==> src/rtl/mem_arbiter_pkg.sv <==
// Shared definitions for the RAM arbiter: state encoding, requester ids and
// the limits that size the read-latency counter.
package mem_arb_pkg;

  // FSM state encoding
  localparam logic [1:0] ST_IDLE   = 2'd0;
  localparam logic [1:0] ST_ACCESS = 2'd1;
  localparam logic [1:0] ST_WAIT   = 2'd2;
  localparam logic [1:0] ST_RESP   = 2'd3;

  // Requester ids (bit position in req/gnt/done)
  localparam logic REQ_CPU = 1'b0;
  localparam logic REQ_LDR = 1'b1;

  // Largest supported RAM read latency and the counter width it needs
  localparam int RAM_LAT_MAX = 7;
  localparam int LAT_CNT_W   = $clog2(RAM_LAT_MAX + 1);

  // Expand a requester id into its one-hot strobe position
  function automatic logic [1:0] id_to_onehot(input logic id);
    return id ? 2'b10 : 2'b01;
  endfunction

endpackage

==> src/rtl/mem_arbiter_if.sv <==
// Requester-side bus of the RAM arbiter. The requesters (CPU memory path and
// loader/DMA port) drive the master side, the arbiter sits on the slave side.
interface mem_arbiter_if #(
  parameter int ADDR_W = 9,
  parameter int DATA_W = 32
);

  logic [1:0]        req;
  logic [1:0]        we;
  logic [ADDR_W-1:0] addr0;
  logic [ADDR_W-1:0] addr1;
  logic [DATA_W-1:0] wdata0;
  logic [DATA_W-1:0] wdata1;
  logic [1:0]        gnt;
  logic [1:0]        done;
  logic [DATA_W-1:0] rdata0;
  logic [DATA_W-1:0] rdata1;
  logic              busy;

  modport master (
    output req, we, addr0, addr1, wdata0, wdata1,
    input  gnt, done, rdata0, rdata1, busy
  );

  modport slave (
    input  req, we, addr0, addr1, wdata0, wdata1,
    output gnt, done, rdata0, rdata1, busy
  );

endinterface

==> src/rtl/mem_arbiter_rr_select.sv <==
// Two-way round-robin pick. A lone request wins outright; when both are
// pending the requester that was not served last time wins.
module rr_select
  import mem_arb_pkg::*;
(
  input  logic [1:0] i_req,
  input  logic       i_last_gnt,
  output logic       o_winner,
  output logic       o_any
);

  // Choose the winner from the pending requests and the last grant
  always_comb begin
    o_any    = |i_req;
    o_winner = REQ_CPU;
    if (i_req == 2'b11) begin
      o_winner = ~i_last_gnt;
    end else if (i_req[REQ_LDR]) begin
      o_winner = REQ_LDR;
    end
  end

endmodule

==> src/rtl/mem_arbiter.sv <==
// Arbiter sharing the single-port RAM between the CPU memory path
// (requester 0) and the program loader / DMA port (requester 1).
// One access in flight: IDLE -> ACCESS -> WAIT (RAM_LAT cycles) -> RESP.
module mem_arbiter
  import mem_arb_pkg::*;
#(
  parameter int ADDR_W  = 9,
  parameter int DATA_W  = 32,
  parameter int RAM_LAT = 1
) (
  input  logic              clk,
  input  logic              rst_n,
  mem_arbiter_if.slave      bus,
  output logic [ADDR_W-1:0] o_ram_addr,
  output logic [DATA_W-1:0] o_ram_wdata,
  output logic              o_ram_write,
  input  logic [DATA_W-1:0] i_ram_rdata
);

  // Value loaded into the latency down-counter when WAIT is entered
  localparam logic [LAT_CNT_W-1:0] LAT_LOAD = LAT_CNT_W'(RAM_LAT - 1);

  logic [1:0]           r_state;
  logic                 r_winner;
  logic                 r_we;
  logic [ADDR_W-1:0]    r_addr;
  logic [DATA_W-1:0]    r_wdata;
  logic                 r_last_gnt;
  logic [LAT_CNT_W-1:0] r_cnt;
  logic [DATA_W-1:0]    r_rdata0;
  logic [DATA_W-1:0]    r_rdata1;

  logic                 w_winner;
  logic                 w_any;
  logic                 w_last_wait;

  rr_select u_rr_select (
    .i_req      (bus.req),
    .i_last_gnt (r_last_gnt),
    .o_winner   (w_winner),
    .o_any      (w_any)
  );

  assign w_last_wait = (r_state == ST_WAIT) && (r_cnt == '0);

  // Sequencer: sample requests in IDLE, latch the winner's access, count out the RAM latency
  always_ff @(posedge clk or negedge rst_n) begin
    if (!rst_n) begin
      r_state    <= ST_IDLE;
      r_winner   <= REQ_CPU;
      r_we       <= 1'b0;
      r_addr     <= '0;
      r_wdata    <= '0;
      r_last_gnt <= REQ_LDR;
      r_cnt      <= '0;
    end else begin
      case (r_state)
        ST_IDLE: begin
          if (w_any) begin
            r_winner <= w_winner;
            r_we     <= bus.we[w_winner];
            r_addr   <= w_winner ? bus.addr1 : bus.addr0;
            r_wdata  <= w_winner ? bus.wdata1 : bus.wdata0;
            r_state  <= ST_ACCESS;
          end
        end
        ST_ACCESS: begin
          r_cnt   <= LAT_LOAD;
          r_state <= ST_WAIT;
        end
        ST_WAIT: begin
          if (r_cnt == '0) begin
            r_state <= ST_RESP;
          end else begin
            r_cnt <= r_cnt - 1'b1;
          end
        end
        ST_RESP: begin
          r_last_gnt <= r_winner;
          r_state    <= ST_IDLE;
        end
        default: r_state <= ST_IDLE;
      endcase
    end
  end

  // Capture RAM read data into the winner's register at the end of the last WAIT cycle
  always_ff @(posedge clk or negedge rst_n) begin
    if (!rst_n) begin
      r_rdata0 <= '0;
      r_rdata1 <= '0;
    end else if (w_last_wait && !r_we) begin
      if (r_winner == REQ_LDR) begin
        r_rdata1 <= i_ram_rdata;
      end else begin
        r_rdata0 <= i_ram_rdata;
      end
    end
  end

  // Strobes are decoded from the state so an async reset clears them at once
  assign bus.gnt     = (r_state == ST_ACCESS) ? id_to_onehot(r_winner) : 2'b00;
  assign bus.done    = (r_state == ST_RESP)   ? id_to_onehot(r_winner) : 2'b00;
  assign bus.busy    = (r_state != ST_IDLE);
  assign bus.rdata0  = r_rdata0;
  assign bus.rdata1  = r_rdata1;

  assign o_ram_addr  = r_addr;
  assign o_ram_wdata = r_wdata;
  assign o_ram_write = (r_state == ST_ACCESS) && r_we;

endmodule

==> src/flat_wrapper.sv <==
// flat-port wrapper written by rule: the top's interface ports become plain ports
module mem_arbiter_flat import mem_arb_pkg::*;
#(
  parameter int ADDR_W  = 9,
  parameter int DATA_W  = 32,
  parameter int RAM_LAT = 1
)
  (clk, rst_n, o_ram_addr, o_ram_wdata, o_ram_write, i_ram_rdata, bus_req, bus_we, bus_addr0, bus_addr1, bus_wdata0, bus_wdata1, bus_gnt, bus_done, bus_rdata0, bus_rdata1, bus_busy);
  mem_arbiter_if #(.ADDR_W(ADDR_W), .DATA_W(DATA_W)) bus_i ();
  input  logic clk;
  input  logic rst_n;
  output logic [ADDR_W-1:0] o_ram_addr;
  output logic [DATA_W-1:0] o_ram_wdata;
  output logic o_ram_write;
  input  logic [DATA_W-1:0] i_ram_rdata;
  input wire logic [$bits(bus_i.req)-1:0] bus_req;
  input wire logic [$bits(bus_i.we)-1:0] bus_we;
  input wire logic [$bits(bus_i.addr0)-1:0] bus_addr0;
  input wire logic [$bits(bus_i.addr1)-1:0] bus_addr1;
  input wire logic [$bits(bus_i.wdata0)-1:0] bus_wdata0;
  input wire logic [$bits(bus_i.wdata1)-1:0] bus_wdata1;
  output wire logic [$bits(bus_i.gnt)-1:0] bus_gnt;
  output wire logic [$bits(bus_i.done)-1:0] bus_done;
  output wire logic [$bits(bus_i.rdata0)-1:0] bus_rdata0;
  output wire logic [$bits(bus_i.rdata1)-1:0] bus_rdata1;
  output wire logic [$bits(bus_i.busy)-1:0] bus_busy;
  assign bus_i.req = bus_req;
  assign bus_i.we = bus_we;
  assign bus_i.addr0 = bus_addr0;
  assign bus_i.addr1 = bus_addr1;
  assign bus_i.wdata0 = bus_wdata0;
  assign bus_i.wdata1 = bus_wdata1;
  assign bus_gnt = bus_i.gnt;
  assign bus_done = bus_i.done;
  assign bus_rdata0 = bus_i.rdata0;
  assign bus_rdata1 = bus_i.rdata1;
  assign bus_busy = bus_i.busy;
  mem_arbiter #(.ADDR_W(ADDR_W), .DATA_W(DATA_W), .RAM_LAT(RAM_LAT)) u_core (.clk(clk), .rst_n(rst_n), .bus(bus_i), .o_ram_addr(o_ram_addr), .o_ram_wdata(o_ram_wdata), .o_ram_write(o_ram_write), .i_ram_rdata(i_ram_rdata));
endmodule
==> config.mk <==
export PLATFORM = sky130hd
export DESIGN_NAME = mem_arbiter_flat
export DESIGN_NICKNAME = d
export VERILOG_FILES = /design/src/rtl/mem_arbiter_pkg.sv /design/src/rtl/mem_arbiter_if.sv /design/src/rtl/mem_arbiter_rr_select.sv /design/src/rtl/mem_arbiter.sv /design/src/flat_wrapper.sv
export SDC_FILE = /design/constraint.sdc
export NUM_CORES = 1
export LEC_CHECK = 0
export CAP_MARGIN = 20
export CORE_MARGIN = 4
export CORE_UTILIZATION = 41
export CTS_CLUSTER_DIAMETER = 150
export DETAILED_ROUTE_END_ITERATION = 8
export GPL_TIMING_DRIVEN = 0
export PLACE_DENSITY = 0.79
export SKIP_CTS_REPAIR_TIMING = 1
export SLEW_MARGIN = 20
export SYNTH_ARGS = -nofsm -noshare
export SYNTH_HDL_FRONTEND = slang
export SYNTH_HIERARCHICAL = 1
export SYNTH_SLANG_ARGS = --single-unit
==> constraint.sdc <==
create_clock -name clk -period 2.4 [get_ports clk]
set_input_delay 0.24 -clock clk [delete_from_list [all_inputs] [get_ports clk]]
set_output_delay 0.24 -clock clk [all_outputs]
set_load 0.005 [all_outputs]
==> results.sh, run 1 <==
export IMPL_fmax_ghz=0.495
export IMPL_synth_edf_count=0
export IMPL_relSlewSlack_pct=67.0
export IMPL_design_area_sq_um=7900
export IMPL_cp_slowest_stage_delay_ps=530
export IMPL_wirelength_um=13000
export IMPL_cp_arrival_ps=1780
export IMPL_synth_area_sq_um=4740
export IMPL_cts_sinks=113
export IMPL_synth_compound_area_share_pct=5.35
export IMPL_slowest_stage="clkdlybuf4s50_1"
export IMPL_peakVddDrop_uv=608
export IMPL_drt_first_pass_iters=4
export IMPL_ys_warn_count=6
export IMPL_grt_max_degree=67
export IMPL_n_fill_cell=867
export IMPL_clockRootBuffer="clkbuf_16"
export IMPL_synth_seq_cells=113
export IMPL_cp_required_ps=2160
export IMPL_syn_nets=485
export IMPL_vias_per_cell=4.82
export IMPL_dp_cells=733
export IMPL_ys_top_cells_by_count="112 x dfrtp_1, 44 x mux2i_1, 43 x a21oi_1, 43 x nor2_1, 36 x mux2_2"
export IMPL_critPathMaxFanout=4
export IMPL_synth_main_ff_cell="dfrtp_1"
export IMPL_multi_input_area_sq_um=1750
export IMPL_dpl_hpwl_um=9930
export IMPL_synthSimpleGateAreaFrac_pct=4.85
export IMPL_rsz0062_at_grt="no"
export IMPL_synthAdderAreaFrac_pct=1.58
export IMPL_place_area_sq_um=7250
export IMPL_clock_skew_ps=7.75
export IMPL_synth_top_family_by_area="multiplexers"
export IMPL_cts_clk_slew_worst_paths_ps=60
export IMPL_p_per_area_nw_per_um2=1280
export IMPL_placementRows=39
export IMPL_synth_xor_area_share_pct=0
export IMPL_syn_avg_cell_area_sq_um=13.2
export IMPL_cts_made_buffers=17
export IMPL_setup_slack_ps=381
export IMPL_regArea_sq_um=2830
export IMPL_ios=231
export IMPL_dp_slack_ps=405
export IMPL_synth_top_area_share_pct=59.1
export IMPL_status="completed"
export IMPL_worstMarginPinSlew_ps=495
export IMPL_antenna_cells=0
export IMPL_synthMuxAreaShare_pct=25.2
export IMPL_cellLeakagePower_nw=3.36
export IMPL_routedWlPerCell_um=17.0
export IMPL_instances_no_fill=766
export IMPL_cp_end_kind="output port"
export IMPL_setup_viol=0
export IMPL_start_kind="register"
export IMPL_dieArea_sq_um=13400
export IMPL_drcViolationCount=0
export IMPL_first_global_vias=4036
export IMPL_antenna_left=0
export IMPL_yosysMostFrequentCell="dfrtp_1"
export IMPL_grt_antenna_before_repair=0
export IMPL_path_class="register to output port"
export IMPL_synthCells=359
export IMPL_dieWidth_um=116
export IMPL_whs_ps=343
export IMPL_grt_overflow=0
export IMPL_htreeDepth=4
export IMPL_post_route_period_util_pct=84.1
export IMPL_crit_chain="inv_1 -> ha_1 -> nor2b_1 -> clkdlybuf4s50_1"
export IMPL_drt_iter0_drc=178
export IMPL_grt_usage_pct=19.9
export IMPL_clkLatencyLatePin_ps=390
export IMPL_place_gp_congestion=0.760
export IMPL_grt_first_pass_wirelength_um=20600
export IMPL_ys_types=24
export IMPL_fin_nets=736
export IMPL_num_vias=3693
export IMPL_finalHoldViolations=0
export IMPL_start_util_pct=41.7
export IMPL_period_needed_ps=2020
export IMPL_synth_largest_area_cell="dfrtp_1"
export IMPL_worstHoldPathType="primary input to async pin"
export IMPL_ys_seq_area_share_pct=59.6
export IMPL_async_flop_share_pct=100
export IMPL_clockBufferDepth=2
export IMPL_drive_above_1_share_pct=14.1
export IMPL_dieHeight_um=116
export IMPL_cts_tree="done"
export IMPL_synthTopCellsByArea="dfrtp_1 59%, mux2i_1 9.3%, mux2_2 8.5%"
export IMPL_io_buffers=230
export IMPL_cap_viol_max_count=0
export IMPL_final_max_slew_viol_count=0
export IMPL_area_delta_synth_final_pct=66.5
export IMPL_core_sq_um=11400
final timing paths:
| kind | startpoint | to | depth (start not counted) | slack (ps) |
|---|---|---|---|---|
| hold reg to reg | u_core/bus.rdata0[14]$_DFFE_PN0P_ | u_core/bus.rdata0[14]$_DFFE_PN0P_ | 1 | 490 |
| min in group clk | i_ram_rdata[15] | u_core/bus.rdata0[15]$_DFFE_PN0P_ | 2 | 470 |
| hold / removal | rst_n | u_core/bus.rdata1[30]$_DFFE_PN0P_ | 2 | 340 |
| setup / recovery | u_core/r_state[1]$_DFFE_PN0P_ | bus_gnt[0] | 4 | 380 |
| setup reg to reg | u_core/r_cnt[0]$_DFFE_PN0P_ | u_core/bus.rdata0[3]$_DFFE_PN0P_ | 7 | 420 |
| max in group asynchronous | rst_n | u_core/bus.rdata1[18]$_DFFE_PN0P_ | 3 | 1390 |
stage by stage:
stage,TNS [ps],util (%),power (mW)
after floorplan,0,-,4.91
after global placement,-347700,63.5,7.36
after detailed placement,0,63.8,7.54
after CTS,0,69.4,10.3
after global routing,0,69.5,10.8
final,0,69.5,10.1
layout by cell type, fill, tap and decap left out, types with 2 or more instances in the layout:
master	synthesis	final
and2_1	4	4
clkbuf_1	4	5
buf_2	14	14
nor2b_1	2	2
bufinv_16	0	4
mux2_1	31	31
nor2_1	43	43
buf_8	3	3
mux2_2	36	36
clkinvlp_4	0	2
clkdlybuf4s50_1	0	229
a21oi_1	43	43
clkinv_4	0	6
ha_1	6	6
inv_6	0	2
clkbuf_16	0	17
mux2i_1	44	44
inv_1	6	6
dfrtp_1	112	112
critical path, delay by kind of cell (launching register included):
kind          cells  cell delay [ps]
fa+ha+maj         1              200
buf+inv           2              620
flops             1              410
simple gates      1              150
power by group:
part | total [mW] | internal (mW) | leakage [nW] | switching [mW]
logic | 4.11 | 2.60 | 1.75 | 1.51
registers | 3.35 | 2.86 | 1.31 | 0.494
clock network | 2.68 | 1.75 | 0.301 | 0.921
cell families after synthesis:
kind of cell               after synthesis
muxes                                  111
adders and majority gates                6
AOI/OAI and AO/OA                       48
and+or+nand+nor                         53
DFF                                    113
buffers and inverters                   28
per-layer routing:
layer  vias to the layer above  GRT usage (%)  wire length, um
met3                         9           5.85             1000
li1                       1760              -                -
met4                         0           6.42              128
met2                       142           35.3             6760
met5                         -              0                0
met1                      1782           23.2             5130
cell type report:
class                           count  area share [%]
Buffer                             22            1.74
Clock buffer                       18            5.43
Clock inverter                     14            2.60
Tap cell                          143            2.27
Inverter                            6           0.285
Sequential cell                   113            35.8
Multi-Input combinational cell    218            22.2
Timing Repair Buffer              232            29.6
sequential cells by signal, indices dropped and copies added (netlist names):
signal / count
u_core/bus.rdata0: 32
u_core/o_ram_addr: 9
u_core/r_last_gnt: 1
u_core/r_state: 2
u_core/r_we: 1
u_core/bus.rdata1: 32
u_core/r_winner: 1
u_core/o_ram_wdata: 32
u_core/r_cnt: 3
Power figures use the tool's default switching activity.
==> inputs of run 2 (changes only) <==
Clock period 2.4 ns to 2.1 ns, I/O delays scaled along.
==> run 2 against run 1 <==
  * Final cell count is the same
  * Core utilization grew 0.077 points
  * Hold slack lost 27 ps
  * Combinational power grew 14%
  * Non-clock buffer count is the same
  * Register-to-register slack lost 270 ps
  * Clock-buffer cell count is the same
  * Clock power grew 14%
==> results.sh, run 2 (synthesis gave the netlist of run 1 again) <==
export IMPL_final_cell_mix="229 x clkdlybuf4s50_1, 112 x dfrtp_1, 44 x mux2i_1, 43 x nor2_1, 43 x a21oi_1"
export IMPL_cts_tree="done"
export IMPL_vias_per_cell=4.80
export IMPL_htreeDepth=4
export IMPL_drt_iter0_drc=149
export IMPL_critical_path_depth=4
export IMPL_antenna_cells=0
export IMPL_peakVddDrop_uv=695
export IMPL_routedWlPerCell_um=17.0
export IMPL_ios=231
export IMPL_clkLatencyLatePin_ps=390
export IMPL_cts_sinks=113
export IMPL_worstHoldPathType="primary input to async pin"
export IMPL_drcViolationCount=0
export IMPL_num_vias=3679
export IMPL_fmax_ghz=0.506
export IMPL_first_global_vias=4036
export IMPL_final_common_cell="clkdlybuf4s50_1"
export IMPL_busiest_layer="met2"
export IMPL_crit_chain="inv_1 -> ha_2 -> nor2b_1 -> clkdlybuf4s50_1"
export IMPL_power_mw=11.6
export IMPL_grt_usage_pct=19.9
export IMPL_fin_nets=736
export IMPL_slowest_stage="clkdlybuf4s50_1"
export IMPL_p_per_area_nw_per_um2=1470
export IMPL_fin_util_pct=69.5
export IMPL_whs_ps=316
export IMPL_post_route_period_util_pct=94.0
export IMPL_grtUsageMet2_pct=35.3
export IMPL_cap_viol_max_count=0
export IMPL_start_util_pct=41.7
export IMPL_worstMarginPinSlew_ps=488
export IMPL_dieArea_sq_um=13400
export IMPL_area_delta_synth_final_pct=66.7
export IMPL_cp_arrival_ps=1760
export IMPL_core_sq_um=11400
export IMPL_wirelength_um=13000
export IMPL_use_met3_pct=5.85
export IMPL_relSlewSlack_pct=67.5
export IMPL_clockRootBuffer="clkbuf_16"
export IMPL_setup_viol=0
export IMPL_drive_above_1_share_pct=14.4
export IMPL_io_buffers=230
export IMPL_grt_antenna_before_repair=0
export IMPL_cp_end_kind="output port"
export IMPL_antenna_left=0
export IMPL_dieHeight_um=116
export IMPL_clock_skew_ps=7.93
export IMPL_rsz0062_at_grt="no"
export IMPL_grt_first_pass_wirelength_um=20600
export IMPL_cp_top_family="buffers and inverters"
export IMPL_period_needed_ps=1970
export IMPL_critPathMaxFanout=4
export IMPL_cts_clk_slew_worst_paths_ps=60
export IMPL_clockBufferDepth=2
export IMPL_worst_r2r_cell_count=7
export IMPL_finalHoldViolations=0
export IMPL_use_met1_pct=23.2
export IMPL_grt_overflow=0
export IMPL_dpl_hpwl_um=9930
export IMPL_cp_required_ps=1890
export IMPL_grt_max_degree=67
export IMPL_cts_made_buffers=17
export IMPL_drt_first_pass_iters=4
export IMPL_dp_cells=733
export IMPL_final_max_slew_viol_count=0
export IMPL_start_kind="register"
export IMPL_status="completed"
export IMPL_n_fill_cell=864
export IMPL_dieWidth_um=116
export IMPL_place_gp_congestion=0.760
export IMPL_placementRows=39
export IMPL_instances_no_fill=766
export IMPL_cp_num_buf_inv=2
export IMPL_path_class="register to output port"
export IMPL_cellLeakagePower_nw=3.36
export IMPL_cp_slowest_stage_delay_ps=530
==> run 2: cell counts in the layout (fill, tap and decap cells not counted) <==
No cell type changed its count.
==> run 2: path summary, 6_finish.rpt <==
kind	from	end	slack [ps]
hold / removal	rst_n	u_core/bus.rdata1[30]$_DFFE_PN0P_	320
setup reg to reg	u_core/r_cnt[0]$_DFFE_PN0P_	u_core/bus.rdata0[3]$_DFFE_PN0P_	150
hold reg to reg	u_core/bus.rdata0[14]$_DFFE_PN0P_	u_core/bus.rdata0[14]$_DFFE_PN0P_	490
max in group asynchronous	rst_n	u_core/bus.rdata1[18]$_DFFE_PN0P_	1110
min in group clk	i_ram_rdata[15]	u_core/bus.rdata0[15]$_DFFE_PN0P_	440
setup / recovery	u_core/r_state[1]$_DFFE_PN0P_	bus_gnt[0]	130
==> run 2: layout make-up <==
| class | instances | area (sq um) | share of cell area, % |
|---|---|---|---|
| buffer | 22 | 138 | 1.74 |
| clock buffer | 18 | 429 | 5.43 |
| clock inverter | 14 | 205 | 2.60 |
| inverter | 6 | 22.5 | 0.285 |
| multi-input combinational | 218 | 1760 | 22.3 |
| sequential | 113 | 2830 | 35.8 |
| tap | 143 | 179 | 2.26 |
| timing repair buffer | 232 | 2340 | 29.6 |
==> run 2: power breakdown <==
group	switching, mW	leakage (nW)	internal (mW)
clock	1.05	0.301	2.00
combinational	1.72	1.75	2.98
sequential	0.568	1.31	3.27
==> run 2: stage by stage <==
step / instance area [sq um] / setup slack, ps / setup TNS (ps)
after CTS: 7890 / 61.5 / 0
after detailed placement: 7250 / 123 / 0
after global routing: 7910 / 6.26 / 0
final: 7910 / 126 / 0
after floorplan: 4740 / 316 / 0
after global placement: 7220 / -3370 / -378210
==> run 2: metal layers <==
metal / part of all wire, % / wire length, um
met3: 7.7 / 1010
met5: 0 / 0
met2: 52 / 6740
met1: 40 / 5150
met4: 0.94 / 123
